--- config.mk ---
export PLATFORM = sky130hd
export DESIGN_NAME = control_sequencer_flat
export DESIGN_NICKNAME = d
export VERILOG_FILES = /design/src/rtl/control_sequencer_if.sv /design/src/rtl/control_sequencer.sv /design/src/flat_wrapper.sv
export SDC_FILE = /design/constraint.sdc
export NUM_CORES = 1
export LEC_CHECK = 0
export CAP_MARGIN = 20
export CORE_ASPECT_RATIO = 1.75
export CORE_MARGIN = 5
export CORE_UTILIZATION = 30
export DETAILED_ROUTE_END_ITERATION = 10
export PLACE_DENSITY = 0.77
export REMOVE_ABC_BUFFERS = 1
export SLEW_MARGIN = 10
export SYNTH_ARGS = -nofsm -noshare
export SYNTH_HDL_FRONTEND = slang
export SYNTH_SLANG_ARGS = --single-unit
--- constraint.sdc ---
create_clock -name Clock -period 1.5 [get_ports Clock]
set_input_delay 0.3 -clock Clock [delete_from_list [all_inputs] [get_ports Clock]]
set_output_delay 0.3 -clock Clock [all_outputs]
set_load 0.02 [all_outputs]
--- src/rtl/control_sequencer_if.sv ---
// Control bundle between the hardwired sequencer and the ALU datapath system.
// The master side drives every datapath control; the slave side returns IR and flags.
interface control_sequencer_if;
    logic [15:0] IR_Out;
    logic [3:0]  ALU_Flags;
    logic [2:0]  RF_O1Sel;
    logic [2:0]  RF_O2Sel;
    logic [1:0]  RF_FunSel;
    logic [3:0]  RF_RSel;
    logic [3:0]  RF_TSel;
    logic [3:0]  ALU_FunSel;
    logic [1:0]  ARF_OutASel;
    logic [1:0]  ARF_OutBSel;
    logic [1:0]  ARF_FunSel;
    logic [3:0]  ARF_RSel;
    logic        IR_LH;
    logic        IR_Enable;
    logic [1:0]  IR_FunSel;
    logic        Mem_WR;
    logic        Mem_CS;
    logic [1:0]  MuxASel;
    logic [1:0]  MuxBSel;
    logic        MuxCSel;

    modport master (
        input  IR_Out, ALU_Flags,
        output RF_O1Sel, RF_O2Sel, RF_FunSel, RF_RSel, RF_TSel, ALU_FunSel,
               ARF_OutASel, ARF_OutBSel, ARF_FunSel, ARF_RSel,
               IR_LH, IR_Enable, IR_FunSel, Mem_WR, Mem_CS,
               MuxASel, MuxBSel, MuxCSel
    );

    modport slave (
        output IR_Out, ALU_Flags,
        input  RF_O1Sel, RF_O2Sel, RF_FunSel, RF_RSel, RF_TSel, ALU_FunSel,
               ARF_OutASel, ARF_OutBSel, ARF_FunSel, ARF_RSel,
               IR_LH, IR_Enable, IR_FunSel, Mem_WR, Mem_CS,
               MuxASel, MuxBSel, MuxCSel
    );
endinterface

--- src/rtl/control_sequencer.sv ---
// Hardwired fetch/decode/execute sequencer for the ALU datapath: 16 opcodes,
// two-byte fetch, up to three execute cycles, Z flag latched on ALU ops.
module control_sequencer #(
    parameter logic [7:0] INIT_PC = 8'h00
) (
    input  logic                       Clock,
    input  logic                       Reset,
    control_sequencer_if.master        bus,
    output logic [2:0]                 State,
    output logic                       Halted
);

    typedef enum logic [2:0] {
        INIT = 3'd0, F0 = 3'd1, F1 = 3'd2, F2 = 3'd3,
        E0   = 3'd4, E1 = 3'd5, E2 = 3'd6, HALT = 3'd7
    } state_t;

    state_t      state, state_nxt;
    logic        z_latch, z_nxt;
    logic [3:0]  op;
    logic [1:0]  rd, rs;
    logic [3:0]  rd_onehot;
    logic [2:0]  rd_osel, rs_osel;
    logic        is_alu;
    logic [3:0]  alu_code;

    assign op        = bus.IR_Out[15:12];
    assign rd        = bus.IR_Out[11:10];
    assign rs        = bus.IR_Out[9:8];
    assign rd_onehot = 4'b1000 >> rd;
    assign rd_osel   = {1'b1, rd};
    assign rs_osel   = {1'b1, rs};
    assign is_alu    = op inside {4'h4, 4'h5, 4'h6, 4'h7, 4'h8, 4'hE};

    always_comb begin
        case (op)
            4'h4:    alu_code = 4'b0100;
            4'h5:    alu_code = 4'b0101;
            4'h6:    alu_code = 4'b0111;
            4'h7:    alu_code = 4'b1000;
            4'h8:    alu_code = 4'b1010;
            4'hE:    alu_code = 4'b0001;
            default: alu_code = 4'b0000;
        endcase
    end

    // NOTE: async reset drops straight into INIT, so an aborted store never reaches Mem_WR.
    always_ff @(posedge Clock or posedge Reset) begin
        if (Reset) begin
            state   <= INIT;
            z_latch <= 1'b0;
        end else begin
            state   <= state_nxt;
            z_latch <= z_nxt;
        end
    end

    // NOTE: every output gets its idle value first, so no path can infer a latch.
    always_comb begin
        state_nxt       = state;
        z_nxt           = z_latch;
        bus.RF_O1Sel    = 3'b000;
        bus.RF_O2Sel    = 3'b000;
        bus.RF_FunSel   = 2'b00;
        bus.RF_RSel     = 4'b0000;
        bus.RF_TSel     = 4'b0000;
        bus.ALU_FunSel  = 4'b0000;
        bus.ARF_OutASel = 2'b00;
        bus.ARF_OutBSel = 2'b00;
        bus.ARF_FunSel  = 2'b00;
        bus.ARF_RSel    = 4'b0000;
        bus.IR_LH       = 1'b0;
        bus.IR_Enable   = 1'b0;
        bus.IR_FunSel   = 2'b00;
        bus.Mem_WR      = 1'b0;
        bus.Mem_CS      = 1'b1;
        bus.MuxASel     = 2'b00;
        bus.MuxBSel     = 2'b00;
        bus.MuxCSel     = 1'b0;
        Halted          = 1'b0;

        case (state)
            INIT: begin
                bus.RF_RSel    = 4'b1111;
                bus.RF_TSel    = 4'b1111;
                bus.ARF_RSel   = 4'b1111;
                bus.IR_Enable  = 1'b1;
                // A nonzero start address is loaded instead of cleared.
                if (INIT_PC != 8'h00) begin
                    bus.ARF_FunSel = 2'b01;
                    bus.MuxBSel    = 2'b10;
                end
                state_nxt = F0;
            end
            F0: begin
                bus.ARF_OutBSel = 2'b11;
                state_nxt       = F1;
            end
            F1, F2: begin
                bus.Mem_CS      = 1'b0;
                bus.IR_Enable   = 1'b1;
                bus.IR_FunSel   = 2'b01;
                bus.IR_LH       = (state == F2);
                bus.ARF_FunSel  = 2'b10;
                bus.ARF_RSel    = 4'b1000;
                bus.ARF_OutBSel = 2'b11;
                state_nxt       = (state == F1) ? F2 : E0;
            end
            E0: begin
                state_nxt = F0;
                case (op)
                    4'h1: begin
                        bus.MuxASel   = 2'b10;
                        bus.RF_FunSel = 2'b01;
                        bus.RF_RSel   = rd_onehot;
                    end
                    4'h9, 4'hA: begin
                        bus.RF_FunSel = (op == 4'h9) ? 2'b11 : 2'b10;
                        bus.RF_RSel   = rd_onehot;
                    end
                    4'hB, 4'hC, 4'hD: begin
                        if (op == 4'hB || (op == 4'hC && z_latch) || (op == 4'hD && !z_latch)) begin
                            bus.MuxBSel    = 2'b10;
                            bus.ARF_FunSel = 2'b01;
                            bus.ARF_RSel   = 4'b1000;
                        end
                    end
                    4'h2, 4'h3: begin
                        bus.MuxBSel    = 2'b10;
                        bus.ARF_FunSel = 2'b01;
                        bus.ARF_RSel   = 4'b0100;
                        if (op == 4'h3) bus.RF_O1Sel = rd_osel;
                        state_nxt = E1;
                    end
                    4'hF: state_nxt = HALT;
                    default: begin
                        if (is_alu) begin
                            bus.RF_O1Sel = rd_osel;
                            bus.RF_O2Sel = rs_osel;
                            state_nxt    = E1;
                        end
                    end
                endcase
            end
            E1: begin
                state_nxt = F0;
                if (op == 4'h2) begin
                    bus.Mem_CS    = 1'b0;
                    bus.MuxASel   = 2'b01;
                    bus.RF_FunSel = 2'b01;
                    bus.RF_RSel   = rd_onehot;
                end else if (op == 4'h3) begin
                    bus.RF_O1Sel = rd_osel;
                    state_nxt    = E2;
                end else if (is_alu) begin
                    bus.RF_O1Sel   = rd_osel;
                    bus.RF_O2Sel   = rs_osel;
                    bus.ALU_FunSel = alu_code;
                    state_nxt      = E2;
                end
            end
            E2: begin
                state_nxt = F0;
                if (op == 4'h3) begin
                    bus.Mem_CS = 1'b0;
                    bus.Mem_WR = 1'b1;
                end else if (is_alu) begin
                    bus.RF_O1Sel   = rd_osel;
                    bus.RF_O2Sel   = rs_osel;
                    bus.ALU_FunSel = alu_code;
                    bus.RF_FunSel  = 2'b01;
                    bus.RF_RSel    = rd_onehot;
                    z_nxt          = bus.ALU_Flags[3];
                end
            end
            HALT: Halted = 1'b1;
            default: state_nxt = INIT;
        endcase
    end

    assign State = state;

endmodule
--- src/flat_wrapper.sv ---
// flat-port wrapper written by rule: the top's interface ports become plain ports
module control_sequencer_flat 
#(
    parameter logic [7:0] INIT_PC = 8'h00
)
  (Clock, Reset, State, Halted, bus_IR_Out, bus_ALU_Flags, bus_RF_O1Sel, bus_RF_O2Sel, bus_RF_FunSel, bus_RF_RSel, bus_RF_TSel, bus_ALU_FunSel, bus_ARF_OutASel, bus_ARF_OutBSel, bus_ARF_FunSel, bus_ARF_RSel, bus_IR_LH, bus_IR_Enable, bus_IR_FunSel, bus_Mem_WR, bus_Mem_CS, bus_MuxASel, bus_MuxBSel, bus_MuxCSel);
  control_sequencer_if bus_i ();
  input  logic Clock;
  input  logic Reset;
  output logic [2:0] State;
  output logic Halted;
  input wire logic [$bits(bus_i.IR_Out)-1:0] bus_IR_Out;
  input wire logic [$bits(bus_i.ALU_Flags)-1:0] bus_ALU_Flags;
  output wire logic [$bits(bus_i.RF_O1Sel)-1:0] bus_RF_O1Sel;
  output wire logic [$bits(bus_i.RF_O2Sel)-1:0] bus_RF_O2Sel;
  output wire logic [$bits(bus_i.RF_FunSel)-1:0] bus_RF_FunSel;
  output wire logic [$bits(bus_i.RF_RSel)-1:0] bus_RF_RSel;
  output wire logic [$bits(bus_i.RF_TSel)-1:0] bus_RF_TSel;
  output wire logic [$bits(bus_i.ALU_FunSel)-1:0] bus_ALU_FunSel;
  output wire logic [$bits(bus_i.ARF_OutASel)-1:0] bus_ARF_OutASel;
  output wire logic [$bits(bus_i.ARF_OutBSel)-1:0] bus_ARF_OutBSel;
  output wire logic [$bits(bus_i.ARF_FunSel)-1:0] bus_ARF_FunSel;
  output wire logic [$bits(bus_i.ARF_RSel)-1:0] bus_ARF_RSel;
  output wire logic [$bits(bus_i.IR_LH)-1:0] bus_IR_LH;
  output wire logic [$bits(bus_i.IR_Enable)-1:0] bus_IR_Enable;
  output wire logic [$bits(bus_i.IR_FunSel)-1:0] bus_IR_FunSel;
  output wire logic [$bits(bus_i.Mem_WR)-1:0] bus_Mem_WR;
  output wire logic [$bits(bus_i.Mem_CS)-1:0] bus_Mem_CS;
  output wire logic [$bits(bus_i.MuxASel)-1:0] bus_MuxASel;
  output wire logic [$bits(bus_i.MuxBSel)-1:0] bus_MuxBSel;
  output wire logic [$bits(bus_i.MuxCSel)-1:0] bus_MuxCSel;
  assign bus_i.IR_Out = bus_IR_Out;
  assign bus_i.ALU_Flags = bus_ALU_Flags;
  assign bus_RF_O1Sel = bus_i.RF_O1Sel;
  assign bus_RF_O2Sel = bus_i.RF_O2Sel;
  assign bus_RF_FunSel = bus_i.RF_FunSel;
  assign bus_RF_RSel = bus_i.RF_RSel;
  assign bus_RF_TSel = bus_i.RF_TSel;
  assign bus_ALU_FunSel = bus_i.ALU_FunSel;
  assign bus_ARF_OutASel = bus_i.ARF_OutASel;
  assign bus_ARF_OutBSel = bus_i.ARF_OutBSel;
  assign bus_ARF_FunSel = bus_i.ARF_FunSel;
  assign bus_ARF_RSel = bus_i.ARF_RSel;
  assign bus_IR_LH = bus_i.IR_LH;
  assign bus_IR_Enable = bus_i.IR_Enable;
  assign bus_IR_FunSel = bus_i.IR_FunSel;
  assign bus_Mem_WR = bus_i.Mem_WR;
  assign bus_Mem_CS = bus_i.Mem_CS;
  assign bus_MuxASel = bus_i.MuxASel;
  assign bus_MuxBSel = bus_i.MuxBSel;
  assign bus_MuxCSel = bus_i.MuxCSel;
  control_sequencer #(.INIT_PC(INIT_PC)) u_core (.Clock(Clock), .Reset(Reset), .bus(bus_i), .State(State), .Halted(Halted));
endmodule
==> results.cfg, run 1 <==
[status]
outcome = complete, but fails checks
violations = setup timing

[place]
dp_cells = 213
detailed_place_hpwl_um = 2470
globalplace.congestion = 0.884
placed_area_sq_mm = 0.00148
io_buffers = 50

[route]
viasPerCell = 5.62
drc = 0
via_count = 1361
routed_wl_um = 4890
dr.first_iter.drc_count = 56
routedWlPerCell_um = 20.2
first_pass_iters = 4
drtAntennaViolNets = 0

[worst_setup_path]
crit_arrival_ns = 1.84
cp_slowest_cell = dfrtp_1
max_stage_delay_ns = 0.40
r2r_start = u_core.State[0]
crit_fanout = 3
rrSetupSlack_ns = -0.20
cp.required_ns = 1.20
end_kind = output pin
worst-r2r-cell-count = 6
cp_cell_sequence = buf_6 -> buf_6 -> nand3b_1 -> nor4_4 -> buf_4 -> nor3_1 -> nand2_1 -> buf_6
path_class = reg2out
worst_r2r_endpoint = u_core.z_latch
start_kind = register
path_common_cell = buf_6

[clock_tree]
cts_buffer_depth = 2
hold_buffers = 0
clock_sinks = 4
clk_pin_slew_worst_paths_ns = 0.04
numCtsBuffers = 3
cts_tree = done
root_buffer = clkbuf_8
cts_htree_levels = 1
clk_latency_ns = 0.22

[cells_and_area]
stdcell_count = 242
antenna_cells = 0
final_nets = 239
final_util_pct = 78.9
n_fill_cell = 142
final_area_sq_mm = 0.00212
drive_gt1_share_pct = 68.8
syn_to_final_growth_pct = 152

[synth]
ys_seq_area_share_pct = 11.9
yosysUniqueCellTypes = 42
synth-edff-count = 0
syn-cell-area_sq_um = 841
ys_ff_latch = 4
synth.top_cell.area_share_pct = 11.9
async_reset_ff_share_pct = 100
yosysWarnings = 0
syn_inst = 124
avgSynthCellArea_sq_um = 6.78
ys.flop_type = dfrtp_1
yosys-top-cells-count = 12 x buf_4, 12 x nand2_1, 9 x a21oi_1, 9 x nor2_1, 7 x inv_1
synth_area_leader_cell = dfrtp_1
synth_area_leaders = dfrtp_1 12%, buf_4 11%, a21oi_1 5.4%

[global_route]
grt_pass1_vias = 1426
grt_max_degree = 16
antenna_found_initial = 0
grt_pass1_wl_um = 6890
grt_usage_pct = 21.7
gr-total-overflow = 0

[sta]
rsz0062_at_grt = yes
slew_viol_final = 0
clock.fmax_mhz = 467
fin_ws_ns = -0.641
hold_viol = 0
tns_ns = -16.91
setup_violations = 42
fin_crit_sh_pct = 143
period_needed_ns = 2.14
finalClockSkew_ns = 0.00526

[job]
cap_violations = 0

[floorplan]
initial_core_util_pct = 31.3
ios = 67
die_area_sq_mm = 0.00400
core_area_sq_mm = 0.00269
dieWidth_um = 50.0
rows = 25
die_h_um = 80.0

[worst_hold_path]
min_path_type = in2async

[power]
power_leakage_nw = 0.958
ir_drop_v = 0.000557
power_density_mw_per_mm2 = 269
[metrics by stage]
stage | setup WS, ns | total power, mW | hold WS [ns]
after floorplan | -0.865 | 0.168 | 0.0661
after global placement | -1.20 | 0.247 | 0.484
after detailed placement | -1.20 | 0.250 | 0.495
after CTS | -0.559 | 0.514 | 0.268
after global routing | -0.710 | 0.602 | 0.265
final | -0.641 | 0.570 | 0.276
[layout make-up]
cell class / instances / area (sq um) / area share (%)
multi-input cells: 97 / 888 / 41.9
well taps: 27 / 33.8 / 1.59
inverters: 7 / 33.8 / 1.59
clock buffers: 3 / 41.3 / 1.95
repair buffers: 104 / 1020 / 48.3
flip-flops and latches: 4 / 100 / 4.72
[sequential cells by signal (all words and copies together) (netlist names)]
name            cells
u_core.z_latch      1
u_core.State        3
[cells in the final DEF (no fill, tap or decap), types with 2 or more instances in the layout]
| master | n |
|---|---|
| a211oi_4 | 3 |
| a21oi_2 | 5 |
| a21oi_4 | 4 |
| and2_4 | 2 |
| buf_12 | 3 |
| buf_2 | 4 |
| buf_4 | 40 |
| buf_6 | 47 |
| buf_8 | 3 |
| clkbuf_8 | 3 |
| clkdlybuf4s50_1 | 6 |
| conb_1 | 5 |
| dfrtp_1 | 4 |
| inv_1 | 5 |
| nand2_1 | 11 |
| nand2b_1 | 4 |
| nand2b_4 | 2 |
| nand3_1 | 3 |
| nand3b_1 | 3 |
| nor2_1 | 4 |
| nor2_4 | 4 |
| nor2b_4 | 3 |
| nor3_1 | 3 |
| nor4_4 | 2 |
| o211ai_1 | 2 |
| o21ai_0 | 2 |
| o21ai_1 | 4 |
| o22ai_2 | 2 |
| or3_4 | 2 |
| or3b_4 | 2 |
[kinds of logic (layout without fill, tap and decap cells)]
family | Yosys count | in the layout | share of synthesized area [%]
AOI/OAI and AO/OA | 33 | 33 | 27.7
xor gates and xnor gates | 2 | 2 | 2.08
buffers and inverters | 27 | 114 | 18.0
DFF | 4 | 4 | 11.9
muxes | 2 | 2 | 2.53
other | 1 | 5 | 0.446
and+or+nand+nor | 55 | 55 | 37.4
[worst max path at each step]
stage,start,end
finish,u_core.State[0],bus_RF_FunSel[0]
detailed placement,bus_IR_Out[14],bus_RF_RSel[3]
CTS,u_core.State[0],bus_RF_RSel[3]
floorplan,u_core.State[2],bus_RF_FunSel[1]
global route,u_core.State[0],bus_RF_RSel[0]
global placement,bus_IR_Out[15],bus_RF_RSel[3]
[repair_timing]
action                                  4_1_cts  5_1_grt
buffers inserted                             20       11
resized for setup                           293       49
pin swaps                                    21       21
endpoints found under the setup margin       44       44
[routing by layer]
layer	wire length (um)	track usage, %
met4	214	13.4
met2	2690	39.9
met3	262	2.80
met5	0	0
met1	1730	21.9
[power by group]
part,internal [mW],total [mW],switching [mW]
clock,0.173,0.245,0.0723
sequential,0.110,0.112,0.00231
combinational,0.0952,0.212,0.117
[critical path, delay by kind of cell (launching register included)]
family	cells	cell delay, ns
flip-flops	1	0.40
buffers and inverters	4	0.55
AND/OR/NAND/NOR	4	0.66
(Power assumes the default switching activity.)
==> inputs of run 2 (changes only) <==
--- a/config.mk
+++ b/config.mk
@@ -10,6 +10,7 @@
 export CORE_MARGIN = 5
 export CORE_UTILIZATION = 30
 export DETAILED_ROUTE_END_ITERATION = 10
+export GPL_TIMING_DRIVEN = 0
 export PLACE_DENSITY = 0.77
 export REMOVE_ABC_BUFFERS = 1
 export SLEW_MARGIN = 10
==> run 2 against run 1 <==
  * The flow still finishes with violations (setup timing)
  * Flip-flop and latch count stayed put
  * Register-to-register slack better by 0.12 ns
  * Critical endpoint is now bus_RF_RSel[1]
  * Clock-buffer cell count stayed put
  * Clock skew is 0.0048 ns lower
  * Worst setup slack better by 0.014 ns
  * Largest cell class unchanged
  * Sequential power hardly changed
  * Clock power is 8% lower
==> results.cfg, run 2 (synthesized netlist as in run 1, its figures left out) <==
[status]
violations = setup timing
outcome = complete, but fails checks

[floorplan]
die_h_um = 80.0
core_area_sq_mm = 0.00269
dieWidth_um = 50.0
rows = 25
die_area_sq_mm = 0.00400
initial_core_util_pct = 31.3
ios = 67

[power]
power_leakage_nw = 0.828
power_density_mw_per_mm2 = 282
ir_drop_v = 0.000773
fin_total_pwr_mw = 0.524

[cells_and_area]
mostFrequentLayoutCells = 42 x buf_4, 27 x buf_6, 12 x nand2_1, 6 x buf_12, 6 x clkdlybuf4s50_1
drive_gt1_share_pct = 62.8
final_common_cell = buf_4
final_area_sq_mm = 0.00186
stdcell_count = 223
antenna_cells = 0
syn_to_final_growth_pct = 121
final_nets = 220
largest_reg_flops = 3
final_util_pct = 69.2
n_fill_cell = 180

[worst_setup_path]
end_kind = output pin
r2r_start = u_core.State[0]
critical_path.startpoint = u_core.State[1]
crit_fanout = 4
path_common_cell = buf_4
path_class = reg2out
crit_arrival_ns = 1.83
cp_slowest_cell = dfrtp_2
start_kind = register
cp_cell_sequence = buf_4 -> nand3b_1 -> buf_4 -> nor2_2 -> nor4_4 -> o21ai_1 -> buf_4
cp.required_ns = 1.20
max_stage_delay_ns = 0.42

[route]
drtAntennaViolNets = 0
dr.first_iter.drc_count = 51
via_count = 1243
viasPerCell = 5.57
first_pass_iters = 4
routedWlPerCell_um = 19.2
routed_wl_um = 4270
drc = 0

[clock_tree]
numCtsBuffers = 3
cts_tree = done
hold_buffers = 0
cts_htree_levels = 1
clk_latency_ns = 0.22
root_buffer = clkbuf_8
cts_buffer_depth = 2
clock_sinks = 4
clk_pin_slew_worst_paths_ns = 0.03

[job]
cap_violations = 0

[place]
globalplace.congestion = 0.826
placed_area_sq_mm = 0.00126
io_buffers = 50
detailed_place_hpwl_um = 2230
place_ws_ns = -1.55
dp_cells = 185

[global_route]
grt_usage_pct = 17.3
grt_pass1_wl_um = 5610
gr-total-overflow = 0
grt_max_degree = 15
antenna_found_initial = 0
grt_pass1_vias = 1299

[sta]
fin_ws_ns = -0.627
period_needed_ns = 2.13
holdWs_ns = 0.267
rsz0062_at_grt = yes
tns_ns = -13.47
finalClockSkew_ns = 0.000461
slew_viol_final = 0
clock.fmax_mhz = 470
relSlewSlack_pct = 64.7
setup_violations = 39
fin_crit_sh_pct = 142
tightest_slew_ns = 0.526
hold_viol = 0

[worst_hold_path]
min_path_type = in2async
[run 2: layout make-up]
class,instances,area (sq um),share of cell area [%]
clock buffers,3,41.3,2.22
well taps,27,33.8,1.82
flip-flops and latches,4,104,5.58
repair buffers,85,827,44.5
multi-input cells,97,821,44.1
inverters,7,33.8,1.82
[run 2: worst paths after layout]
path | depth (start not counted) | slack, ns | end
max | 7 | -0.63 | bus_RF_RSel[1]
min in group Clock | 1 | 0.53 | u_core.z_latch
max reg2reg | 4 | -0.08 | u_core.z_latch
min | 2 | 0.27 | u_core.State[2]
max in group asynchronous | 2 | 1.07 | u_core.State[0]
min reg2reg | 1 | 0.53 | u_core.z_latch
[run 2: critical path, delay by kind of cell (launching register included)]
| family | cells | cell delay [ns] |
|---|---|---|
| AOI/OAI and AO/OA | 1 | 0.13 |
| DFF | 1 | 0.42 |
| and+or+nand+nor | 3 | 0.56 |
| buffers and inverters | 3 | 0.51 |
[run 2: where the power goes]
part           leakage (nW)  internal (mW)  total, mW  switching [mW]
registers            0.0385          0.110      0.112         0.00118
logic                 0.768         0.0815      0.186           0.105
clock network        0.0216          0.171      0.226          0.0549
total                 0.828          0.363      0.524           0.161
[run 2: routing by layer]
metal	GRT usage [%]	routed length (um)	up-vias
met2	33.1	2330	64
met5	0	0	-
met1	15.5	1480	601
li1	-	-	559
met3	2.24	245	19
met4	12.6	222	0
[run 2: what timing repair did]
item	CTS	global route
pin swaps	11	15
endpoints found under the hold margin	0	0
endpoints found under the setup margin	44	40
resized for setup	259	47
setup buffers	27	9
